--- src/rtl/qpsk_mod_if.sv ---
// Word handshake between a data source and the QPSK modulator.
// A word transfers on a rising edge where data_valid and data_ready are both high.
interface qpsk_mod_if #(
    parameter int DATA_WIDTH = 8
);
    logic [DATA_WIDTH-1:0] data_in;
    logic                  data_valid;
    logic                  data_ready;

    modport master (
        output data_in,
        output data_valid,
        input  data_ready
    );

    modport slave (
        input  data_in,
        input  data_valid,
        output data_ready
    );
endinterface

--- src/rtl/qpsk_mod.sv ---
// QPSK modulator: serializes accepted words MSB-first into dibits and drives
// each dibit as an axis-aligned I/Q symbol held for SYM_CYCLES clocks.
module qpsk_mod #(
    parameter int DATA_WIDTH = 8,
    parameter int SYM_CYCLES = 4
) (
    input  logic        CLOCK_256,
    input  logic        reset,
    qpsk_mod_if.slave   bus,
    output logic [1:0]  I,
    output logic [1:0]  Q,
    output logic        sym_strobe,
    output logic        busy,
    output logic        fsm_state
);
    typedef enum logic {IDLE = 1'b0, SEND = 1'b1} state_t;

    localparam int NSYM = DATA_WIDTH / 2;
    localparam int SW   = (NSYM > 1) ? $clog2(NSYM) : 1;
    localparam int CW   = (SYM_CYCLES > 1) ? $clog2(SYM_CYCLES) : 1;
    localparam logic [SW-1:0] SYM_LAST = SW'(NSYM - 1);
    localparam logic [CW-1:0] CYC_LAST = CW'(SYM_CYCLES - 1);

    state_t                state, state_nx;
    logic [DATA_WIDTH-1:0] shreg, shreg_nx;
    logic [SW-1:0]         sym_cnt, sym_nx;
    logic [CW-1:0]         cyc_cnt, cyc_nx;
    logic                  last_cycle;
    logic                  accept;

    always_ff @(posedge CLOCK_256 or posedge reset) begin
        if (reset) begin
            state   <= IDLE;
            shreg   <= '0;
            sym_cnt <= '0;
            cyc_cnt <= '0;
        end else begin
            state   <= state_nx;
            shreg   <= shreg_nx;
            sym_cnt <= sym_nx;
            cyc_cnt <= cyc_nx;
        end
    end

    // Ready comes from registered state only, so the source can never form a loop through it.
    assign last_cycle     = (state == SEND) && (sym_cnt == SYM_LAST) && (cyc_cnt == CYC_LAST);
    assign bus.data_ready = !reset && ((state == IDLE) || last_cycle);
    assign accept         = bus.data_valid && bus.data_ready;

    always_comb begin
        state_nx = state;
        shreg_nx = shreg;
        sym_nx   = sym_cnt;
        cyc_nx   = cyc_cnt;
        case (state)
            IDLE: begin
                if (accept) begin
                    state_nx = SEND;
                    shreg_nx = bus.data_in;
                    sym_nx   = '0;
                    cyc_nx   = '0;
                end
            end
            SEND: begin
                if (cyc_cnt == CYC_LAST) begin
                    cyc_nx = '0;
                    if (sym_cnt == SYM_LAST) begin
                        sym_nx = '0;
                        if (accept) begin
                            shreg_nx = bus.data_in;
                        end else begin
                            state_nx = IDLE;
                            shreg_nx = '0;
                        end
                    end else begin
                        sym_nx   = sym_cnt + 1'b1;
                        shreg_nx = shreg << 2;
                    end
                end else begin
                    cyc_nx = cyc_cnt + 1'b1;
                end
            end
            default: state_nx = IDLE;
        endcase
    end

    // Gray mapping onto the axes; 2'b10 is never produced on I or Q.
    always_comb begin
        I = 2'b00;
        Q = 2'b00;
        if (state == SEND) begin
            case (shreg[DATA_WIDTH-1 -: 2])
                2'b00: I = 2'b01;
                2'b01: Q = 2'b01;
                2'b11: I = 2'b11;
                2'b10: Q = 2'b11;
                default: begin
                    I = 2'b00;
                    Q = 2'b00;
                end
            endcase
        end
    end

    assign sym_strobe = (state == SEND) && (cyc_cnt == '0);
    assign busy       = (state == SEND);
    assign fsm_state  = state;
endmodule
--- src/flat_wrapper.sv ---
// flat-port wrapper written by rule: the top's interface ports become plain ports
module qpsk_mod_flat 
#(
    parameter int DATA_WIDTH = 8,
    parameter int SYM_CYCLES = 4
)
  (CLOCK_256, reset, I, Q, sym_strobe, busy, fsm_state, bus_data_in, bus_data_valid, bus_data_ready);
  qpsk_mod_if #(.DATA_WIDTH(DATA_WIDTH)) bus_i ();
  input  logic CLOCK_256;
  input  logic reset;
  output logic [1:0] I;
  output logic [1:0] Q;
  output logic sym_strobe;
  output logic busy;
  output logic fsm_state;
  input wire logic [$bits(bus_i.data_in)-1:0] bus_data_in;
  input wire logic [$bits(bus_i.data_valid)-1:0] bus_data_valid;
  output wire logic [$bits(bus_i.data_ready)-1:0] bus_data_ready;
  assign bus_i.data_in = bus_data_in;
  assign bus_i.data_valid = bus_data_valid;
  assign bus_data_ready = bus_i.data_ready;
  qpsk_mod #(.DATA_WIDTH(DATA_WIDTH), .SYM_CYCLES(SYM_CYCLES)) u_core (.CLOCK_256(CLOCK_256), .reset(reset), .bus(bus_i), .I(I), .Q(Q), .sym_strobe(sym_strobe), .busy(busy), .fsm_state(fsm_state));
endmodule
--- config.mk ---
export PLATFORM = sky130hd
export DESIGN_NAME = qpsk_mod_flat
export DESIGN_NICKNAME = d
export VERILOG_FILES = /design/src/rtl/qpsk_mod_if.sv /design/src/rtl/qpsk_mod.sv /design/src/flat_wrapper.sv
export SDC_FILE = /design/constraint.sdc
export NUM_CORES = 1
export LEC_CHECK = 0
export CORE_MARGIN = 2
export CORE_UTILIZATION = 30
export CTS_CLUSTER_DIAMETER = 120
export DETAILED_ROUTE_END_ITERATION = 10
export GPL_TIMING_DRIVEN = 0
export PLACE_DENSITY = 0.63
export REMOVE_ABC_BUFFERS = 1
export SLEW_MARGIN = 30
export SYNTH_ARGS = -nofsm -noshare
export SYNTH_HDL_FRONTEND = slang
export SYNTH_SLANG_ARGS = --single-unit
--- constraint.sdc ---
create_clock -name CLOCK_256 -period 2.9 [get_ports CLOCK_256]
set_input_delay 0.87 -clock CLOCK_256 [delete_from_list [all_inputs] [get_ports CLOCK_256]]
set_output_delay 0.87 -clock CLOCK_256 [all_outputs]
set_load 0.03 [all_outputs]
## Word-level counts from Yosys, hierarchy flattened

Cells that the tools add are included.

- $add $sub $neg: 2
- $mul: 0
- Divide/modulo/power cells: 0
- Magnitude comparators: 0
- Eq/ne operators: 7
- Shift operators: 0
- Mux-type cells: 19
- Bitwise logic cells: 1
- Reduce and logical (&&, ||, !) cells: 10

Operators by type and width:

| kind | number |
|---|---|
| $mux 8 | 4 |
| $pmux 2 s2 | 4 |
| $pmux 8 s2 | 1 |
| $mux 2 | 6 |
| $eq 2x2->1 const B | 4 |
| $logic_and 1x1->1 | 5 |
| $add 2x1->2 const B | 2 |
| $logic_not 2->1 | 2 |
| $mux 1 | 3 |
| $eq 2x1->1 const B | 1 |
| $ne 2x1->1 const B | 1 |
| $ne 2x2->1 const B | 1 |
| $pmux 1 s2 | 1 |
| $reduce_and 2->1 | 1 |
| $logic_not 1->1 | 1 |
| $logic_or 1x1->1 | 1 |
| $not 1->1 | 1 |

- Register bits: 13
- Latch bits: 0
- RAM bits: 0
- Memory bits (read-only): 0
- Input bits: 11
- Output and inout bits: 8
- Logic and storage cells: 43
- Memories: 0

## Longest topological paths before layout

- Word-level depth: 10
- Depth in mapped cells: 6
- Gate-level depth less buffers: 4

## Worst setup path before layout

OpenSTA, ideal clock, no wires.

- Path type: reg2out
- Start point: register u_core.state, in the netlist u_core.busy
- End point: output port Q[0]
- Arrival time: 1.302 ns
- Path slack: 0.728 ns
- Cell stages (with the launch flop): 4
- Buffers on the path: 1
- Path through: dfrtp_1 > buf_2 > inv_1 > nor2_1

- Cells in the longest elaborated chain, start to end: 1

RTL lines:

| what | RTL line | source |
|---|---|---|
| start: declaration | qpsk_mod.sv:24 | `state_t state, state_nx;` |
| start signal: assignment | qpsk_mod.sv:38 | `state <= state_nx;` |
| $mux 2 | qpsk_mod.sv:91 | `if (state == SEND) begin` |
| end: declaration | flat_wrapper.sv:12 | `output logic [1:0] Q;` |

Every way passes these cells.

## Worst setup path in the final report

- Start point: input port reset
- End point: output port bus_data_ready

- Cells in the longest elaborated chain, start to end: 2

RTL lines:

| what | RTL line | source |
|---|---|---|
| start: declaration | flat_wrapper.sv:10 | `input logic reset;` |
| $logic_not 1->1 | qpsk_mod.sv:47 | `assign bus.data_ready = !reset && ((state == IDLE) \|\| last_cycle);` |
| $logic_and 1x1->1 | qpsk_mod.sv:47 |  |
| end: declaration | flat_wrapper.sv:18 | `output wire logic [$bits(bus_i.data_ready)-1:0] bus_data_ready;` |

Every way passes these cells.

==> impl_metrics.env <==
export IMPL_cts_buffers=3
export IMPL_tightestPinTransition_ps=502
export IMPL_synth_area_um2=749
export IMPL_yosysTopAreaCell="dfrtp_1"
export IMPL_cts_root_buf="clkbuf_4"
export IMPL_h_tree_depth=1
export IMPL_clock_sinks=13
export IMPL_status="finished, final reports clean"
export IMPL_skew_ps=0.471
export IMPL_vias=590
export IMPL_synth_cell_type_count=25
export IMPL_syn_inst=76
export IMPL_vias_per_cell=4.76
export IMPL_clkLatencyLatePin_ps=270
export IMPL_cts_buffer_depth=2
export IMPL_post_synth_cell_area_avg_um2=9.86
export IMPL_ff2ff_path_depth=4
export IMPL_num_nets_final=111
export IMPL_critPathCaptureType="output pin"
export IMPL_final_common_cell="clkdlybuf4s50_1"
export IMPL_max_freq_mhz=361
export IMPL_required_ps=2030
export IMPL_ys_ff_latch=13
export IMPL_r2r_end="u_core.shreg[6]"
export IMPL_yosysWarnings=0
export IMPL_start_util_pct=30.8
export IMPL_tns_ps=0
export IMPL_core_area_um2=2430
export IMPL_ctsHoldBuffers=0
export IMPL_crit_path_cell_trace="clkdlybuf4s50_1 > nor2_1 > dlygate4sd2_1"
export IMPL_grt_pass1_wl_um=2480
export IMPL_hold_path_class="reg -> reg"
export IMPL_dr_pass1_iters=2
export IMPL_slew_violations=0
export IMPL_io_pins=19
export IMPL_path_delay_family="buffers and inverters"
export IMPL_grt_pass1_vias=584
export IMPL_setup_viol=0
export IMPL_final_core_util_pct=39.4
export IMPL_rsz0062_at_grt="false"
export IMPL_synth_top_area_share_pct=43.4
export IMPL_postRouteWirelength_um=1450
export IMPL_critPathMaxFanout=5
export IMPL_track_usage_pct=11.9
export IMPL_final_cell_mix="clkdlybuf4s50_1, dfrtp_1, nand2_1, o21ai_0, nor3_1"
export IMPL_fin_crit_sh_pct=95.6
export IMPL_overflow=0
export IMPL_cts_tree="done"
export IMPL_gp_congestion=0.730
export IMPL_drv_cap=0
export IMPL_relSlewSlack_pct=66.5
export IMPL_worst_hold_path_num_cells=1
export IMPL_final_hold_violation_count=0
export IMPL_ant_nets=0
export IMPL_die_h_um=54.0
export IMPL_worst_setup_path_type="in -> out"
export IMPL_first_iter_violations=4
export IMPL_max_stage_delay_ps=500
export IMPL_port_buffers=18
export IMPL_die_w_um=54.0
export IMPL_crit_buf_inv=2
export IMPL_r2r_start="u_core.cyc_cnt[0]"
export IMPL_period_minus_slack_ps=2770
export IMPL_rows=18
export IMPL_synth_seq_area_share_pct=43.4
export IMPL_hp_start="u_core.shreg[0]"
export IMPL_worst_hold_slack_ps=518
export IMPL_min_to="u_core.shreg[0]"
export IMPL_start_kind="input port"
export IMPL_peakVddDrop_v=0.000836
export IMPL_r2r_slack_ps=1350
export IMPL_antenna_found_initial=0
export IMPL_grt_max_degree=15
export IMPL_drive_above_1_share_pct=10.6
export IMPL_dpl_hpwl_um=1050
export IMPL_die_area_um2=2910
export IMPL_worst_path_max_delay_cell="clkdlybuf4s50_1"
export IMPL_diodes=0
export IMPL_crit_arrival_ps=1900
export IMPL_area_growth_pct=27.9
export IMPL_clk_pin_slew_ps=80
export IMPL_synth_area_leaders="dfrtp_1, ha_1, a31oi_1, and2_1, nor3_1"
export IMPL_drc=0
export IMPL_power_density_nw_per_um2=1160
export IMPL_route_detailed_wl_per_inst_um=11.7
export IMPL_p_leak_uw=0.000412
## synthesized netlist by cell type
library cell / instances
nand2_1: 8
o21ai_0: 6
a22o_1: 2
inv_1: 5
buf_6: 2
nor2b_1: 1
nor3_1: 6
and4b_1: 1
nor3b_2: 2
dfrtp_1: 13
or2_1: 1
o31ai_1: 2
a31oi_1: 5
nor2_1: 3
buf_2: 1
o22ai_1: 1
or3_1: 1
a31oi_2: 1
mux2i_1: 1
or2_2: 1
mux2_2: 1
buf_4: 1
a21boi_2: 1
and2_1: 5
ha_1: 5
## power breakdown
group	internal (µW)	leakage (µW)	switching, µW
Combinational	295	0.000245	360
Sequential	273	0.000152	67.2
Clock	53.3	0.0000150	59.3
Total	621	0.000412	486
## per-layer routing
layer / up-vias / global-route usage (%) / wire length, µm
met1: 269 / 15.1 / 719
met4: 0 / 8.75 / 19
met3: 2 / 0.833 / 57
met5: - / 0 / 0
li1: 307 / - / -
met2: 12 / 19.1 / 655
## how the worst max path moves through the flow
stage,from,cells after the start,end
6_report,reset,3,bus_data_ready
2_1_floorplan,u_core.busy,2,Q[0]
3_3_place_gp,reset,3,bus_data_ready
3_5_place_dp,reset,3,bus_data_ready
5_1_grt,reset,3,bus_data_ready
4_1_cts,u_core.busy,3,Q[0]
## cell families (layout without fill, tap and decap cells)
kind of cell               Yosys count  in the layout  share of synthesized area [%]
and+or+nand+nor                     29             29                           21.7
AOI/OAI and AO/OA                   18             18                           16.5
DFF                                 13             13                           43.4
buffers and inverters                9             27                           7.18
adders and majority gates            5              5                           8.35
muxes                                2              2                           2.84
## what timing repair did
item | in CTS | in global routing
setup buffers | 0 | 0
setup endpoints to repair | 1 | 1
gates resized for setup | 1 | 1
## layout make-up
type,count,area [µm²]
multi-input cells,54,370
repair buffers,18,179
flip-flops and latches,13,327
clock buffers,4,26.3
inverters,5,18.8
well taps,30,37.5
fillers,249,1470
## state kept, by name (all words and copies together) (netlist names)
name / flops
u_core.cyc_cnt: 2
u_core.sym_cnt: 2
u_core.busy: 1
u_core.shreg: 8
## stage by stage
| step | setup WS [ps] | cells | power, µW | area [µm²] |
|---|---|---|---|---|
| 6_report | 129 | 124 | 1110 | 958 |
| 5_1_grt | 42.5 | 124 | 1210 | 958 |
| 4_1_cts | 106 | 124 | 1120 | 957 |
| 3_5_place_dp | -156 | 120 | 1010 | 932 |
| 3_3_place_gp | -144 | 120 | 994 | 932 |
| 2_1_floorplan | 510 | 72 | 786 | 714 |
No activity file was read; power rests on OpenSTA's default activity.
